File: src/rtl/fib_bcd_seq_pkg.sv
// Shared definitions for the BCD Fibonacci engine: state encoding,
// BCD digit width and the power-of-ten helper used to size the result limit.
package fib_bcd_seq_pkg;

   localparam int DIG_W = 4;

   typedef enum logic [2:0] {
      S_IDLE = 3'd0,
      S_LOAD = 3'd1,
      S_FIB  = 3'd2,
      S_CONV = 3'd3,
      S_DONE = 3'd4
   } state_t;

   // 10^n, evaluated at elaboration time to derive the largest representable result
   function automatic int pow10(input int n);
      int p;
      p = 1;
      for (int i = 0; i < n; i++) begin
         p = p * 10;
      end
      return p;
   endfunction

endpackage

File: src/rtl/fib_bcd_seq_bcd_dd_conv.sv
// Serial binary-to-BCD converter (double dabble). A start pulse loads the
// binary operand; exactly BIN_W cycles later the result is presented together
// with a one-cycle done strobe. The result on done is the value after the final
// shift, so the consumer can capture it on that same edge.
module bcd_dd_conv
   import fib_bcd_seq_pkg::*;
#(
   parameter int N_DIG = 4,
   parameter int BIN_W = 14
) (
   input  logic                   clk,
   input  logic                   rst_b,
   input  logic                   start,
   input  logic [BIN_W-1:0]       bin,
   output logic                   done,
   output logic [DIG_W*N_DIG-1:0] bcd
);

   localparam int CW = $clog2(BIN_W + 1);

   logic [BIN_W-1:0]       bin_q;
   logic [DIG_W*N_DIG-1:0] bcd_q;
   logic [DIG_W*N_DIG-1:0] bcd_adj;
   logic [DIG_W*N_DIG-1:0] bcd_step;
   logic [CW-1:0]          cnt;
   logic                   busy;

   // add-3 correction on every digit >= 5, then shift in the next binary MSB
   always_comb begin
      bcd_adj = bcd_q;
      for (int k = 0; k < N_DIG; k++) begin
         if (bcd_q[DIG_W*k +: DIG_W] >= 4'd5) begin
            bcd_adj[DIG_W*k +: DIG_W] = bcd_q[DIG_W*k +: DIG_W] + 4'd3;
         end
      end
      bcd_step = (bcd_adj << 1) | {{(DIG_W*N_DIG-1){1'b0}}, bin_q[BIN_W-1]};
   end

   // shift register and down-counting cycle budget
   always_ff @(posedge clk) begin
      if (!rst_b) begin
         bin_q <= '0;
         bcd_q <= '0;
         cnt   <= '0;
         busy  <= 1'b0;
      end else if (start) begin
         bin_q <= bin;
         bcd_q <= '0;
         cnt   <= CW'(BIN_W);
         busy  <= 1'b1;
      end else if (busy) begin
         bcd_q <= bcd_step;
         bin_q <= bin_q << 1;
         cnt   <= cnt - CW'(1);
         if (cnt == CW'(1)) begin
            busy <= 1'b0;
         end
      end
   end

   assign done = busy && (cnt == CW'(1));
   assign bcd  = bcd_step;

endmodule

File: src/rtl/fib_bcd_seq.sv
// BCD-in / BCD-out Fibonacci engine. The index arrives as N_DIG BCD digits,
// is folded to binary MSD first, F(n) is iterated with early overflow abort,
// and the binary result is converted back to BCD by the serial converter.
//
// state | meaning
// ------+----------------------------------------------------------------
// IDLE  | ready for a start; inputs checked and latched on start
// LOAD  | one BCD digit per cycle folded into idx (MSD first)
// FIB   | one Fibonacci step per cycle; exits on idx==0 or overflow
// CONV  | serial binary-to-BCD conversion of the result (BIN_W cycles)
// DONE  | single-cycle result strobe, then back to IDLE
module fib_bcd_seq
   import fib_bcd_seq_pkg::*;
#(
   parameter int N_DIG = 4,
   parameter int BIN_W = 14
) (
   input  logic                   iCLK,
   input  logic                   iRESET_N,
   input  logic                   iSTART,
   input  logic [DIG_W*N_DIG-1:0] iBCD,
   output logic                   oREADY,
   output logic                   oDONE,
   output logic                   oOFLOW,
   output logic                   oERR,
   output logic [DIG_W*N_DIG-1:0] oBCD
);

   localparam int LIMIT = pow10(N_DIG) - 1;
   localparam int DC_W  = (N_DIG > 1) ? $clog2(N_DIG) : 1;
   localparam logic [BIN_W:0] LIMIT_W = (BIN_W + 1)'(LIMIT);

   // the binary datapath must hold every value up to LIMIT
   if ((2 ** BIN_W) <= LIMIT) begin : g_width_check
      $error("BIN_W too small for N_DIG");
   end

   state_t state, state_next;

   logic [DIG_W*N_DIG-1:0] bcd_in_q;
   logic [DIG_W*N_DIG-1:0] obcd_q;
   logic [DC_W-1:0]        dig_cnt;
   logic [BIN_W-1:0]       idx;
   logic [BIN_W-1:0]       t0;
   logic [BIN_W:0]         t1;
   logic                   oflow_q;
   logic                   err_q;

   logic                   digit_bad;
   logic [DIG_W-1:0]       load_digit;
   logic [BIN_W-1:0]       idx_load;
   logic [BIN_W:0]         t_sum;
   logic                   t1_over;
   logic                   conv_start;
   logic                   conv_done;
   logic [DIG_W*N_DIG-1:0] conv_bcd;

   // flag any non-decimal digit on the live input
   always_comb begin
      digit_bad = 1'b0;
      for (int k = 0; k < N_DIG; k++) begin
         if (iBCD[DIG_W*k +: DIG_W] > 4'd9) begin
            digit_bad = 1'b1;
         end
      end
   end

   // datapath arithmetic: digit fold, Fibonacci adder, overflow compare
   always_comb begin
      load_digit = bcd_in_q[DIG_W*dig_cnt +: DIG_W];
      idx_load   = idx * BIN_W'(10) + BIN_W'(load_digit);
      t_sum      = {1'b0, t0} + t1;
      t1_over    = (t1 > LIMIT_W);
      conv_start = (state == S_FIB) && (idx == '0);
   end

   // state register
   always_ff @(posedge iCLK) begin
      if (!iRESET_N) begin
         state <= S_IDLE;
      end else begin
         state <= state_next;
      end
   end

   // next-state logic and state-decoded outputs
   always_comb begin
      state_next = state;
      oREADY     = 1'b0;
      oDONE      = 1'b0;
      case (state)
         S_IDLE: begin
            oREADY = 1'b1;
            if (iSTART) begin
               state_next = digit_bad ? S_DONE : S_LOAD;
            end
         end
         S_LOAD: begin
            if (dig_cnt == '0) begin
               state_next = S_FIB;
            end
         end
         S_FIB: begin
            if (idx == '0) begin
               state_next = S_CONV;
            end else if (t1_over) begin
               state_next = S_DONE;
            end
         end
         S_CONV: begin
            if (conv_done) begin
               state_next = S_DONE;
            end
         end
         S_DONE: begin
            oDONE      = 1'b1;
            state_next = S_IDLE;
         end
         default: begin
            state_next = S_IDLE;
         end
      endcase
   end

   // working registers, result register and sticky flags
   always_ff @(posedge iCLK) begin
      if (!iRESET_N) begin
         bcd_in_q <= '0;
         obcd_q   <= '0;
         dig_cnt  <= '0;
         idx      <= '0;
         t0       <= '0;
         t1       <= '0;
         oflow_q  <= 1'b0;
         err_q    <= 1'b0;
      end else begin
         case (state)
            S_IDLE: begin
               if (iSTART) begin
                  bcd_in_q <= iBCD;
                  oflow_q  <= 1'b0;
                  err_q    <= digit_bad;
                  dig_cnt  <= DC_W'(N_DIG - 1);
                  idx      <= '0;
                  if (digit_bad) begin
                     obcd_q <= '0;
                  end
               end
            end
            S_LOAD: begin
               idx     <= idx_load;
               dig_cnt <= dig_cnt - DC_W'(1);
               if (dig_cnt == '0) begin
                  t0 <= '0;
                  t1 <= (BIN_W + 1)'(1);
               end
            end
            S_FIB: begin
               if (idx != '0) begin
                  if (t1_over) begin
                     oflow_q <= 1'b1;
                     obcd_q  <= {N_DIG{4'h9}};
                  end else begin
                     t0  <= t1[BIN_W-1:0];
                     t1  <= t_sum;
                     idx <= idx - BIN_W'(1);
                  end
               end
            end
            S_CONV: begin
               if (conv_done) begin
                  obcd_q <= conv_bcd;
               end
            end
            default: begin
            end
         endcase
      end
   end

   bcd_dd_conv #(
      .N_DIG (N_DIG),
      .BIN_W (BIN_W)
   ) u_conv (
      .clk   (iCLK),
      .rst_b (iRESET_N),
      .start (conv_start),
      .bin   (t0),
      .done  (conv_done),
      .bcd   (conv_bcd)
   );

   assign oBCD   = obcd_q;
   assign oOFLOW = oflow_q;
   assign oERR   = err_q;

endmodule
File: config.mk
export PLATFORM = sky130hd
export DESIGN_NAME = fib_bcd_seq
export DESIGN_NICKNAME = d
export VERILOG_FILES = /design/src/rtl/fib_bcd_seq_pkg.sv /design/src/rtl/fib_bcd_seq_bcd_dd_conv.sv /design/src/rtl/fib_bcd_seq.sv
export SDC_FILE = /design/constraint.sdc
export NUM_CORES = 1
export LEC_CHECK = 0
export CELL_PAD_IN_SITES_DETAIL_PLACEMENT = 0
export CELL_PAD_IN_SITES_GLOBAL_PLACEMENT = 2
export CORE_MARGIN = 8
export CORE_UTILIZATION = 34
export DETAILED_ROUTE_END_ITERATION = 8
export MAX_ROUTING_LAYER = met4
export PLACE_DENSITY = 0.8
export SYNTH_ARGS = -nofsm -noshare
export SYNTH_HDL_FRONTEND = slang
export SYNTH_SLANG_ARGS = --single-unit
File: constraint.sdc
create_clock -name iCLK -period 3.1 [get_ports iCLK]
set_input_delay 0.62 -clock iCLK [delete_from_list [all_inputs] [get_ports iCLK]]
set_output_delay 0.62 -clock iCLK [all_outputs]
set_load 0.05 [all_outputs]
==> results of run 1 <==
synth_stat cells, types with 5 or more instances:
library cell	n
nand3_1	32
mux2i_1	25
clkbuf_1	31
a21oi_1	52
nor3_1	13
xnor2_1	27
nor2_1	44
nor4_1	8
o211ai_1	6
xor2_1	9
and3_1	13
or3_1	5
a21o_1	11
nor3b_1	10
inv_1	27
ha_1	49
and2_1	7
o21ai_0	34
a21boi_1	19
dfxtp_1	117
o211a_1	15
buf_2	11
nand2b_1	8
nor2b_1	18
a21boi_0	30
nand2_1	113
or4_1	5
a211oi_1	10
through the flow:
stage               setup WS, ps  hold WS [ps]  utilization, %  total power (uW)  TNS [ps]
global route               -6.77           465            41.2              6800     -6.77
finish                       174           445            41.2              6340         0
CTS                         86.6           450            41.0              6410         0
floorplan                    195           440               -              3800         0
global placement             106           440            38.1              4450         0
detailed placement          3.43           442            38.1              4430         0
power groups by stage:
stage                     Clock [uW]  Sequential, uW  Combinational [uW]
final                           1940            1950                2460
after global routing            2060            1980                2760
after CTS                       1990            1950                2470
after detailed placement           0            1980                2460
after global placement             0            1980                2480
after floorplan                    0            2000                1810
tightest hold or removal path, stage by stage (launching register included):
cell and delay, ps:
dfxtp_1 310, nand2_1 50, a21boi_1 40
layer usage:
metal / up-vias / track usage (%)
met5: - / -
met2: 56 / 20.6
met3: 14 / 2.71
met1: 2637 / 17.6
met4: 0 / 4.93
li1: 3018 / -
logic make-up (layout without fill, tap and decap cells):
| logic type | count (synthesis) | in the layout | share of synthesized area (%) |
|---|---|---|---|
| flops | 117 | 117 | 33.6 |
| compound gates | 218 | 218 | 21.8 |
| xor+xnor | 36 | 36 | 4.52 |
| buf+inv | 74 | 122 | 4.45 |
| mux | 30 | 30 | 5.04 |
| simple gates | 293 | 293 | 21.0 |
| fa+ha+maj | 52 | 52 | 9.65 |
sequential cells by signal (all words and copies together) (netlist names), 2 cells and up:
| name | flops |
|---|---|
| oBCD | 16 |
| dig_cnt | 2 |
| u_conv.bin_q | 14 |
| u_conv.cnt | 4 |
| u_conv.bcd_q | 16 |
| idx | 14 |
| t0 | 14 |
| state | 3 |
| t1 | 15 |
| bcd_in_q | 16 |
cell type report:
type | instances | area share (%)
clock buffers | 20 | 5.50
clock inverters | 11 | 1.55
flip-flops and latches | 117 | 28.2
well taps | 270 | 4.07
multi-input cells | 629 | 52.6
repair buffers | 63 | 6.78
inverters | 28 | 1.27
timing repair:
action                                 4_1_cts  5_1_grt
resized for setup                            1        4
cloned                                       0        0
endpoints found under the hold margin        0        0
setup endpoints to repair                    1        2
pin swaps                                    0        1
final timing paths:
kind	startpoint	end	slack, ps	cells past startpoint
worst max-delay path	idx[1]$_SDFFE_PN0P_	idx[12]$_SDFFE_PN0P_	170	10
worst min-delay path	oBCD[5]$_SDFFE_PN0P_	oBCD[5]$_SDFFE_PN0P_	440	2
worst max register to register	idx[1]$_SDFFE_PN0P_	idx[12]$_SDFFE_PN0P_	170	10
worst min register to register	oBCD[5]$_SDFFE_PN0P_	oBCD[5]$_SDFFE_PN0P_	440	2
==> flow_summary.yaml, run 1 <==
run_status:
  outcome: "finished, final reports clean"
worst_setup_path:
  required_ps: 3400
  path_cells: "ha_1 -> ha_1 -> fa_1 -> xnor2_2 -> a2111oi_4 -> o211a_2 -> nand4b_2 -> nor4_4 -> xnor2_1 -> o2bb2ai_2"
  path_delay_family: "adder cells"
  criticalPathCategory: "reg -> reg"
  crit_path_start_kind: "register"
  cpMostUsedCell: "ha_1"
  worstPathMaxFanout: 4
  path_buf_inv: 0
  cp_slowest_cell: "fa_1"
  max_stage_delay_ps: 450
  arrival_ps: 3230
  worstSetupEndpointType: "register"
placement:
  hpwl_um: 11700
  place.gp.congestion: 0.813
  placed_cell_area_sq_um: 7680
  port_buffers: 38
  dp_cells: 1107
floorplan:
  die_x_um: 159
  placementRows: 52
  design.die.area_sq_um: 25400
  die_y_um: 159
  coreArea_sq_um: 20200
  ioPinCount: 39
  start_util_pct: 34.6
final_layout:
  final_common_cell: "dfxtp_1"
  layout.area.seq_sq_um: 2340
  final_cell_mix: "dfxtp_1 (116), nand2_1 (113), a21oi_1 (52)"
  instances_no_fill: 1138
  drive_above_1_share_pct: 9.56
  nFillCells: 2080
  multi_input_area_sq_um: 4370
  fin_nets: 927
  finalInstanceArea_sq_um: 8310
  area_growth_pct: 19.0
  diodes: 0
logic_synthesis:
  async_flop_share_pct: 0
  synth_area_leaders: "dfxtp_1 (34%), ha_1 (8.8%), nand2_1 (6.1%), a21oi_1 (3.7%), mux2i_1 (3.6%)"
  synthFlopType: "dfxtp_1"
  synth_top_area_share_pct: 33.6
  yosys.area.top_type: "dfxtp_1"
  ys_warn_count: 0
  synth_edf_count: 0
  ys_seq_elements: 117
  ys_types: 76
  ys_seq_area_share_pct: 33.6
  synth_area_sq_um: 6980
  syn_inst: 820
  synth_area_per_cell_sq_um: 8.51
  syn-num-nets: 891
timing:
  slew_viol_final: 0
  period_needed_ps: 2930
  setup_viol: 0
  fin_worst_skew_ps: 9.12
  fin_crit_sh_pct: 94.4
  hold_viol: 0
  max_slew_margin_pct: 55.1
  fmax_ghz: 0.342
  tightest_slew_ps: 671
power_and_ir_drop:
  netSwitchingPower_uw: 2430
  pwr_density_cell_nw_per_um2: 764
  netSwitchingFraction_pct: 38.3
  power.share.clock_pct: 30.6
  power_leakage_uw: 0.00340
  p_int_uw: 3920
  seq_power_share_pct: 30.7
  ir_drop_mv: 0.322
  comb_power_share_pct: 38.7
grt:
  grt_max_degree: 45
  grt_pass1_vias: 5576
  grt_pass1_wl_um: 28100
  grt_overflow: 0
  antenna_found_initial: 0
  grt_usage_pct: 13.6
route:
  wl_met3_um: 327
  avgViaCountPerCell: 5.03
  dr_total_vias: 5725
  drc: 0
  dr.pass1.iters: 6
  highest_layer: "met4"
  drtAntennaViolNets: 0
  wl_um: 16400
  route.met2.wl_um: 7280
  wl_per_cell_um: 14.4
  wl_met1_um: 8550
  drt_iter0_drc: 272
worst_hold_path:
  hold_class: "reg -> reg"
clock_network:
  htreeDepth: 4
  worstSkewPairLatency_ps: 420
  clock_sinks: 117
  cts.reportedPaths.clkPinSlew_ps: 60
  clockBufferDepth: 2
  cts_tree: "yes"
  cts_setup_buffers: 0
  cts-root-buf: "clkbuf_16"
  numCtsBuffers: 17
  cts_hold_buf: 0
run:
  max_cap_viol_count: 0
Note: power is estimated with default switching activity, not from simulation.
==> run 2: changes to the inputs <==
ABC_AREA = 0   (was default)
==> results of run 2 <==
No change in the layout: final DEF, timing and power equal those of run 1.
